==> config.mk <==
export PLATFORM = sky130hd
export DESIGN_NAME = gsr_sequencer_flat
export DESIGN_NICKNAME = d
export VERILOG_FILES = /design/src/rtl/gsr_sequencer_if.sv /design/src/rtl/gsr_sequencer.sv /design/src/flat_wrapper.sv
export SDC_FILE = /design/constraint.sdc
export NUM_CORES = 1
export LEC_CHECK = 0
export CORE_MARGIN = 4
export CORE_UTILIZATION = 45
export CTS_CLUSTER_SIZE = 28
export DETAILED_ROUTE_END_ITERATION = 8
export GPL_TIMING_DRIVEN = 0
export PLACE_DENSITY = 0.67
export SYNTH_ARGS = -nofsm -noshare
export SYNTH_HDL_FRONTEND = slang
export SYNTH_SLANG_ARGS = --single-unit
export TNS_END_PERCENT = 50
==> constraint.sdc <==
create_clock -name clk -period 3.3 [get_ports clk]
set_clock_uncertainty 0.1 [all_clocks]
set_input_delay 0.66 -clock clk [delete_from_list [all_inputs] [get_ports clk]]
set_output_delay 0.66 -clock clk [all_outputs]
set_load 0.02 [all_outputs]
==> src/rtl/gsr_sequencer_if.sv <==
// Reset-sequencer control/status bundle: software reset and holds in, channel resets and status out.
interface gsr_sequencer_if #(
    parameter int NUM_CH = 4
);
    logic              swrst;
    logic [NUM_CH-1:0] hold;
    logic [NUM_CH-1:0] gsrn;
    logic              ready;
    logic              busy;

    modport master (
        output swrst,
        output hold,
        input  gsrn,
        input  ready,
        input  busy
    );

    modport slave (
        input  swrst,
        input  hold,
        output gsrn,
        output ready,
        output busy
    );
endinterface

==> src/rtl/gsr_sequencer.sv <==
// Global reset conditioner: asynchronous assert of all channels, synchronised and
// stretched release, then staggered per-channel release gated by per-channel holds.
module gsr_sequencer #(
    parameter int NUM_CH      = 4,
    parameter int SYNC_STAGES = 2,
    parameter int STRETCH     = 4,
    parameter int STAGGER     = 2,
    parameter int CNT_W       = 8
) (
    input  logic            clk,
    input  logic            rst,
    gsr_sequencer_if.slave  bus
);

    localparam int IDX_W = $clog2(NUM_CH + 1);

    localparam logic [CNT_W-1:0] STRETCH_LAST = CNT_W'(STRETCH - 1);
    localparam logic [CNT_W-1:0] STAGGER_LAST = CNT_W'(STAGGER - 1);
    localparam logic [CNT_W-1:0] CNT_MAX      = {CNT_W{1'b1}};
    localparam logic [IDX_W-1:0] LAST_IDX     = IDX_W'(NUM_CH);

    typedef enum logic [2:0] {
        ST_ASSERT  = 3'd0,
        ST_SYNC    = 3'd1,
        ST_STRETCH = 3'd2,
        ST_RELEASE = 3'd3,
        ST_RUN     = 3'd4
    } state_t;

    state_t                 state_r;
    logic [SYNC_STAGES-1:0] sync_r;
    logic [CNT_W-1:0]       cnt_r;
    logic [IDX_W-1:0]       idx_r;
    logic [NUM_CH-1:0]      gsrn_r;
    logic                   ready_r;
    logic                   busy_r;

    logic [NUM_CH-1:0]      rel_mask_s;
    logic                   hold_cur_s;
    logic [CNT_W-1:0]       cnt_inc_s;

    // Select the channel currently in line for release and its hold bit; saturating counter step.
    always_comb begin
        rel_mask_s = NUM_CH'(1) << idx_r;
        hold_cur_s = |(bus.hold & rel_mask_s);
        if (cnt_r == CNT_MAX) begin
            cnt_inc_s = cnt_r;
        end else begin
            cnt_inc_s = cnt_r + CNT_W'(1);
        end
    end

    // Sequencer FSM with registered channel resets and status.
    always_ff @(posedge clk or posedge rst) begin
        if (rst) begin
            state_r <= ST_ASSERT;
            sync_r  <= {SYNC_STAGES{1'b0}};
            cnt_r   <= {CNT_W{1'b0}};
            idx_r   <= {IDX_W{1'b0}};
            gsrn_r  <= {NUM_CH{1'b0}};
            ready_r <= 1'b0;
            busy_r  <= 1'b0;
        end else begin
            sync_r <= {sync_r[SYNC_STAGES-2:0], 1'b1};
            // Software reset restarts the stretch from every state except ASSERT.
            if (bus.swrst && (state_r != ST_ASSERT)) begin
                state_r <= ST_STRETCH;
                cnt_r   <= {CNT_W{1'b0}};
                idx_r   <= {IDX_W{1'b0}};
                gsrn_r  <= {NUM_CH{1'b0}};
                ready_r <= 1'b0;
                busy_r  <= 1'b1;
            end else begin
                case (state_r)
                    ST_ASSERT: begin
                        state_r <= ST_SYNC;
                        busy_r  <= 1'b1;
                    end
                    ST_SYNC: begin
                        if (sync_r[SYNC_STAGES-1]) begin
                            state_r <= ST_STRETCH;
                            cnt_r   <= {CNT_W{1'b0}};
                        end
                    end
                    ST_STRETCH: begin
                        if (cnt_r >= STRETCH_LAST) begin
                            state_r <= ST_RELEASE;
                            if (!hold_cur_s) begin
                                gsrn_r <= gsrn_r | rel_mask_s;
                                idx_r  <= idx_r + IDX_W'(1);
                                cnt_r  <= {CNT_W{1'b0}};
                            end else begin
                                // Park the counter at "due" so RELEASE retries channel 0 every edge.
                                cnt_r <= STAGGER_LAST;
                            end
                        end else begin
                            cnt_r <= cnt_inc_s;
                        end
                    end
                    ST_RELEASE: begin
                        if (idx_r == LAST_IDX) begin
                            state_r <= ST_RUN;
                            ready_r <= 1'b1;
                            busy_r  <= 1'b0;
                        end else if (cnt_r >= STAGGER_LAST) begin
                            if (!hold_cur_s) begin
                                gsrn_r <= gsrn_r | rel_mask_s;
                                idx_r  <= idx_r + IDX_W'(1);
                                cnt_r  <= {CNT_W{1'b0}};
                            end
                        end else begin
                            cnt_r <= cnt_inc_s;
                        end
                    end
                    ST_RUN: begin
                        gsrn_r  <= {NUM_CH{1'b1}};
                        ready_r <= 1'b1;
                        busy_r  <= 1'b0;
                    end
                    default: begin
                        state_r <= ST_ASSERT;
                        cnt_r   <= {CNT_W{1'b0}};
                        idx_r   <= {IDX_W{1'b0}};
                        gsrn_r  <= {NUM_CH{1'b0}};
                        ready_r <= 1'b0;
                        busy_r  <= 1'b0;
                    end
                endcase
            end
        end
    end

    assign bus.gsrn  = gsrn_r;
    assign bus.ready = ready_r;
    assign bus.busy  = busy_r;

endmodule

==> src/flat_wrapper.sv <==
// flat-port wrapper written by rule: the top's interface ports become plain ports
module gsr_sequencer_flat 
#(
    parameter int NUM_CH      = 4,
    parameter int SYNC_STAGES = 2,
    parameter int STRETCH     = 4,
    parameter int STAGGER     = 2,
    parameter int CNT_W       = 8
)
  (clk, rst, bus_swrst, bus_hold, bus_gsrn, bus_ready, bus_busy);
  gsr_sequencer_if #(.NUM_CH(NUM_CH)) bus_i ();
  input  logic clk;
  input  logic rst;
  input wire logic [$bits(bus_i.swrst)-1:0] bus_swrst;
  input wire logic [$bits(bus_i.hold)-1:0] bus_hold;
  output wire logic [$bits(bus_i.gsrn)-1:0] bus_gsrn;
  output wire logic [$bits(bus_i.ready)-1:0] bus_ready;
  output wire logic [$bits(bus_i.busy)-1:0] bus_busy;
  assign bus_i.swrst = bus_swrst;
  assign bus_i.hold = bus_hold;
  assign bus_gsrn = bus_i.gsrn;
  assign bus_ready = bus_i.ready;
  assign bus_busy = bus_i.busy;
  gsr_sequencer #(.NUM_CH(NUM_CH), .SYNC_STAGES(SYNC_STAGES), .STRETCH(STRETCH), .STAGGER(STAGGER), .CNT_W(CNT_W)) u_core (.clk(clk), .rst(rst), .bus(bus_i));
endmodule
# Word-level counts from Yosys, hierarchy flattened
# Cells that the tools add are included.
[word_totals]
input_bits = 7
output_inout_bits = 6
regBits = 22
[classes]
n_bitwise = 2
shifts = 1
n_mux = 32
n_eq_ne = 18
n_reduce_logical = 15
magnitude_cmp = 2
addsub = 2
[op_table]
columns = ["op", "count"]
rows = [
  ["$mux W8", 7],
  ["$pmux W8 S4", 1],
  ["$mux W3", 9],
  ["$mux W4", 5],
  ["$pmux W4 S4", 1],
  ["$reduce_and A4 Y1", 4],
  ["$pmux W3 S5", 1],
  ["$ne A2 B1 Y1 const B", 6],
  ["$ne A3 B1 Y1 const B", 4],
  ["$pmux W3 S3", 1],
  ["$add A8 B1 Y8 const B", 1],
  ["$eq A8 B8 Y1 const B", 1],
  ["$ge A8 B1 Y1 const B", 1],
  ["$ge A8 B2 Y1 const B", 1],
  ["$eq A3 B2 Y1 const B", 2],
  ["$eq A3 B3 Y1 const B", 2],
  ["$pmux W1 S3", 2],
  ["$reduce_or A2 Y1", 3],
  ["$reduce_or A3 Y1", 2],
  ["$mux W1", 5],
  ["$and A4 B4 Y4", 1],
  ["$ne A4 B4 Y1 const B", 1],
  ["$or A4 B4 Y4", 1],
  ["$reduce_and A2 Y1", 2],
  ["other kinds (8)", 8],
]

# Depth between registers and ports, before layout
[depth]
depth_word = 8
depth_mapped = 8

# Worst setup path before layout
# No wires, ideal clock.
[synth_path]
path_type = "register -> register"
from = "register u_core.idx_r[0]"
to = "register u_core.cnt_r[7]"
setup_time_ns = 0.064
path_slack_ns = 1.302
required_ns = 3.136
path_stages_with_launch = 9
arrival_ns = 1.833
cell_sequence = "dfrtp_1 -> inv_1 -> ha_1 -> and4_1 -> a211o_1 -> a31o_1 -> buf_6 -> nor4_2 -> o21a_1"
[synth_between]
elab_chain_cells = 5
[synth_rtl]
columns = ["item", "line_no", "rtl"]
rows = [
  ["start, declared", "gsr_sequencer.sv:33", "logic [IDX_W-1:0] idx_r;"],
  ["start signal, assigned", "gsr_sequencer.sv:59", "idx_r <= {IDX_W{1'b0}};"],
  ["start signal, assigned", "gsr_sequencer.sv:69", "idx_r <= {IDX_W{1'b0}};"],
  ["start signal, assigned", "gsr_sequencer.sv:90", "idx_r <= idx_r + IDX_W'(1);"],
  ["$shl A1 B3 Y4", "gsr_sequencer.sv:44", "rel_mask_s = NUM_CH'(1) << idx_r;"],
  ["$and A4 B4 Y4", "gsr_sequencer.sv:45", "hold_cur_s = |(bus.hold & rel_mask_s);"],
  ["$reduce_or A4 Y1", "gsr_sequencer.sv:45", ""],
  ["$ne A4 B4 Y1 (no line)", "n/a", ""],
  ["$reduce_and A4 Y1 (no line) (*)", "n/a", ""],
  ["end signal, assigned", "gsr_sequencer.sv:58", "cnt_r <= {CNT_W{1'b0}};"],
  ["end signal, assigned", "gsr_sequencer.sv:68", "cnt_r <= {CNT_W{1'b0}};"],
  ["end signal, assigned", "gsr_sequencer.sv:82", "cnt_r <= {CNT_W{1'b0}};"],
  ["end, declared", "gsr_sequencer.sv:32", "logic [CNT_W-1:0] cnt_r;"],
]
# Every way passes the cells marked *; elsewhere a longest branch is shown, timed or not.
# A chain may end at the register's enable or synchronous reset.

# Final worst setup path
[layout_path]
from = "input bus_swrst"
to = "register u_core.cnt_r[7]"
[layout_between]
elab_chain_cells = 3
[layout_rtl]
columns = ["item", "line_no", "rtl"]
rows = [
  ["start, declared", "flat_wrapper.sv:14", "input wire logic [$bits(bus_i.swrst)-1:0] bus_swrst;"],
  ["$logic_and A1 B1 Y1 (*)", "gsr_sequencer.sv:66", "if (bus.swrst && (state_r != ST_ASSERT)) begin"],
  ["$ne A4 B4 Y1 (no line), or another cell as far along", "n/a", ""],
  ["$reduce_and A4 Y1 (no line)", "n/a", ""],
]
# Marked as above.

==> impl_metrics.ini <==
[global_route]
grt_use_total_pct = 14.6
antenna_found_initial = 0
grt.overflow.total = 0
grt_util_met1_pct = 19.5
grt_use_met3_pct = 2.34
top_usage_layer = met2
grt_pass1_wl_um = 4710
use_met2_pct = 23.2
grt_max_degree = 23
grt_pass1_vias = 1079

[routing]
drtAntennaViolNets = 0
vias_per_cell = 5.98
dr.pass1.iters = 4
drt_wl_total_um = 2690
avgRoutedWirePerCell_um = 14.5
drt-initial-drc-count = 40
drc = 0
num_vias = 1107

[finish]
nFillCells = 254
drive_gt1_share_pct = 7.79
insertedDiodeCount = 0
multi_input_area_um2 = 724
final_core_util_pct = 54.4
area_growth_pct = 13.6
final_nets = 171
register_area_um2 = 551

[critical_path]
path_delay_family = compound AO/OA/AOI/OAI gates
crit_chain = clkdlybuf4s50_1 > a211oi_1 > a211o_1 > a31o_1 > buf_6 > nor4_2 > o21a_1
crit_buf_inv = 2
path_class = in -> reg
cp-start-kind = input pin
slowest_stage = clkdlybuf4s50_1
cp_slowest_stage_delay_ns = 0.61
cp-end-kind = register
cp.arrival_ns = 2.46
cp_max_fo = 10
cp.required_ns = 3.45

[logic_synthesis]
synth_nets = 154
yosys.area.top_type = dfrtp_1
muxShareOfSynthArea_pct = 3.29
yosysMostFrequentCell = dfrtp_1
synth_edf_count = 0
synth_seq_area_share_pct = 41.4
yosysWarnings = 0
synth_common_cells = dfrtp_1 (22), nand2_1 (15), nor2_1 (11)
synthXorXnorAreaFrac_pct = 0
synth-seq-cells = 22
synth_area_leaders = dfrtp_1 (41%), ha_1 (7.5%), nand2_1 (4.2%)
synth_compound_area_share_pct = 21.0
synthAdderAreaFrac_pct = 7.52
synth-main-ff-cell = dfrtp_1
synth.cell_area_mm2 = 0.00133
synthCells = 139
syn_area_per_cell_um2 = 9.58
synth_top_family_by_area = simple AND/OR/NAND/NOR gates
synth_simple_gate_area_share_pct = 22.4
yosys.cell_types.count = 46
synth_top_cell_area_share_pct = 41.4
async_reset_ff_share_pct = 100

[timing]
worstMarginPinSlew_ns = 0.819
slew_headroom_pct = 45.3
setup_violations = 0
maxSlewViolCount = 0
fin_setup_tns_ns = 0
hold_violations = 0
layout_min_cycle_time_ns = 2.31
period_share_pct = 69.9
max_freq_ghz = 0.434
grt_setup_unrepaired = no

[floorplan]
ioPinCount = 13
dieArea_mm2 = 0.00389
die_w_um = 62.4
die_h_um = 62.4
rows = 19
core-area_mm2 = 0.00278
initial_core_util_pct = 47.9

[clocking]
clock_path_buffers = 2
cts_root_buffer = clkbuf_4
h-tree-depth = 1
cts-resized-gates = 0
cts_tree = done
postCtsSetupRepairBufs = 0
cts_buffers = 3
clk_pin_slew_worst_paths_ns = 0.11
hold_buffers = 0
clock_latency_ns = 0.31
numClockSinks = 22

[power_and_ir_drop]
p_leak_nw = 0.686
power_w = 0.00105
peakVddDrop_v = 0.000383
power.density_mw_per_mm2 = 692

[placement]
numPortBuffers = 12
place_congestion = 0.812
hpwl_um = 2030

[status]
status = completed

[min_path]
min_path_type = reg -> reg

[job]
maxCapViolCount = 0
sequential cells by signal (all words and copies together), names as in the netlist:
| register | flops |
|---|---|
| u_core.idx_r | 3 |
| u_core.state_r | 3 |
| u_core.bus.ready | 1 |
| u_core.bus.gsrn | 4 |
| u_core.bus.busy | 1 |
| u_core.cnt_r | 8 |
| u_core.sync_r | 2 |
per-layer routing:
layer,up-vias,part of all wire [%]
met1,547,48
met5,-,0
met4,0,1.7
met2,15,46
li1,540,-
met3,5,3.8
cells in the final DEF (no fill, tap or decap), types with 2 or more instances in the layout:
cell / netlist / final
a211oi_1: 2 / 2
a21o_1: 2 / 2
a21oi_1: 6 / 6
a22oi_1: 3 / 3
and2_1: 3 / 3
clkbuf_1: 3 / 3
clkbuf_4: 0 / 3
clkdlybuf4s50_1: 0 / 12
dfrtp_1: 22 / 22
ha_1: 8 / 8
inv_1: 7 / 7
mux2_1: 2 / 2
nand2_1: 15 / 15
nand3_1: 4 / 4
nand4b_1: 2 / 2
nor2_1: 11 / 11
nor2b_1: 5 / 5
o211ai_1: 2 / 2
o21a_1: 4 / 4
o21ai_0: 3 / 3
o21bai_1: 3 / 3
o22a_1: 2 / 2
o31ai_1: 3 / 3
or3_1: 3 / 3
power breakdown:
part / internal, W / switching, W
registers: 0.000329 / 0.0000621
logic: 0.000250 / 0.000283
clock network: 0.0000427 / 0.0000793
total: 0.000622 / 0.000424
metrics by stage:
step	hold WS, ns	worst slack, ns	instance area [µm²]	cells
3_3_place_gp	0.242	0.711	1490	182
4_1_cts	0.276	0.981	1510	185
5_1_grt	0.294	0.898	1510	185
3_5_place_dp	0.236	0.668	1490	182
6_report	0.278	0.994	1510	185
2_1_floorplan	0.231	1.30	1330	139
worst paths after layout:
kind,cells past startpoint,from,slack (ns),endpoint
worst max-delay path,7,bus_swrst,0.99,u_core.cnt_r[7]
worst min-delay path,0,u_core.sync_r[0],0.28,u_core.sync_r[1]
worst max register to register,8,u_core.idx_r[0],1.07,u_core.cnt_r[7]
worst min register to register,0,u_core.sync_r[0],0.28,u_core.sync_r[1]
max in group asynchronous,2,rst,1.90,u_core.bus.gsrn[2]
min in group asynchronous,2,rst,0.70,u_core.state_r[0]
logic make-up (layout without fill, tap and decap cells):
family                     Yosys count  after routing
DFF                                 22             22
AOI/OAI and AO/OA                   38             38
muxes                                4              4
other                                1              1
adders and majority gates            8              8
buffers and inverters               12             27
and+or+nand+nor                     54             54
cell type report:
cell class | count | area share [%]
Buffer | 5 | 1.99
Clock buffer | 3 | 1.49
Inverter | 7 | 1.74
Multi-Input combinational cell | 105 | 47.9
Sequential cell | 22 | 36.4
Tap cell | 31 | 2.56
Timing Repair Buffer | 12 | 7.94
Power figures use the tool's default switching activity.
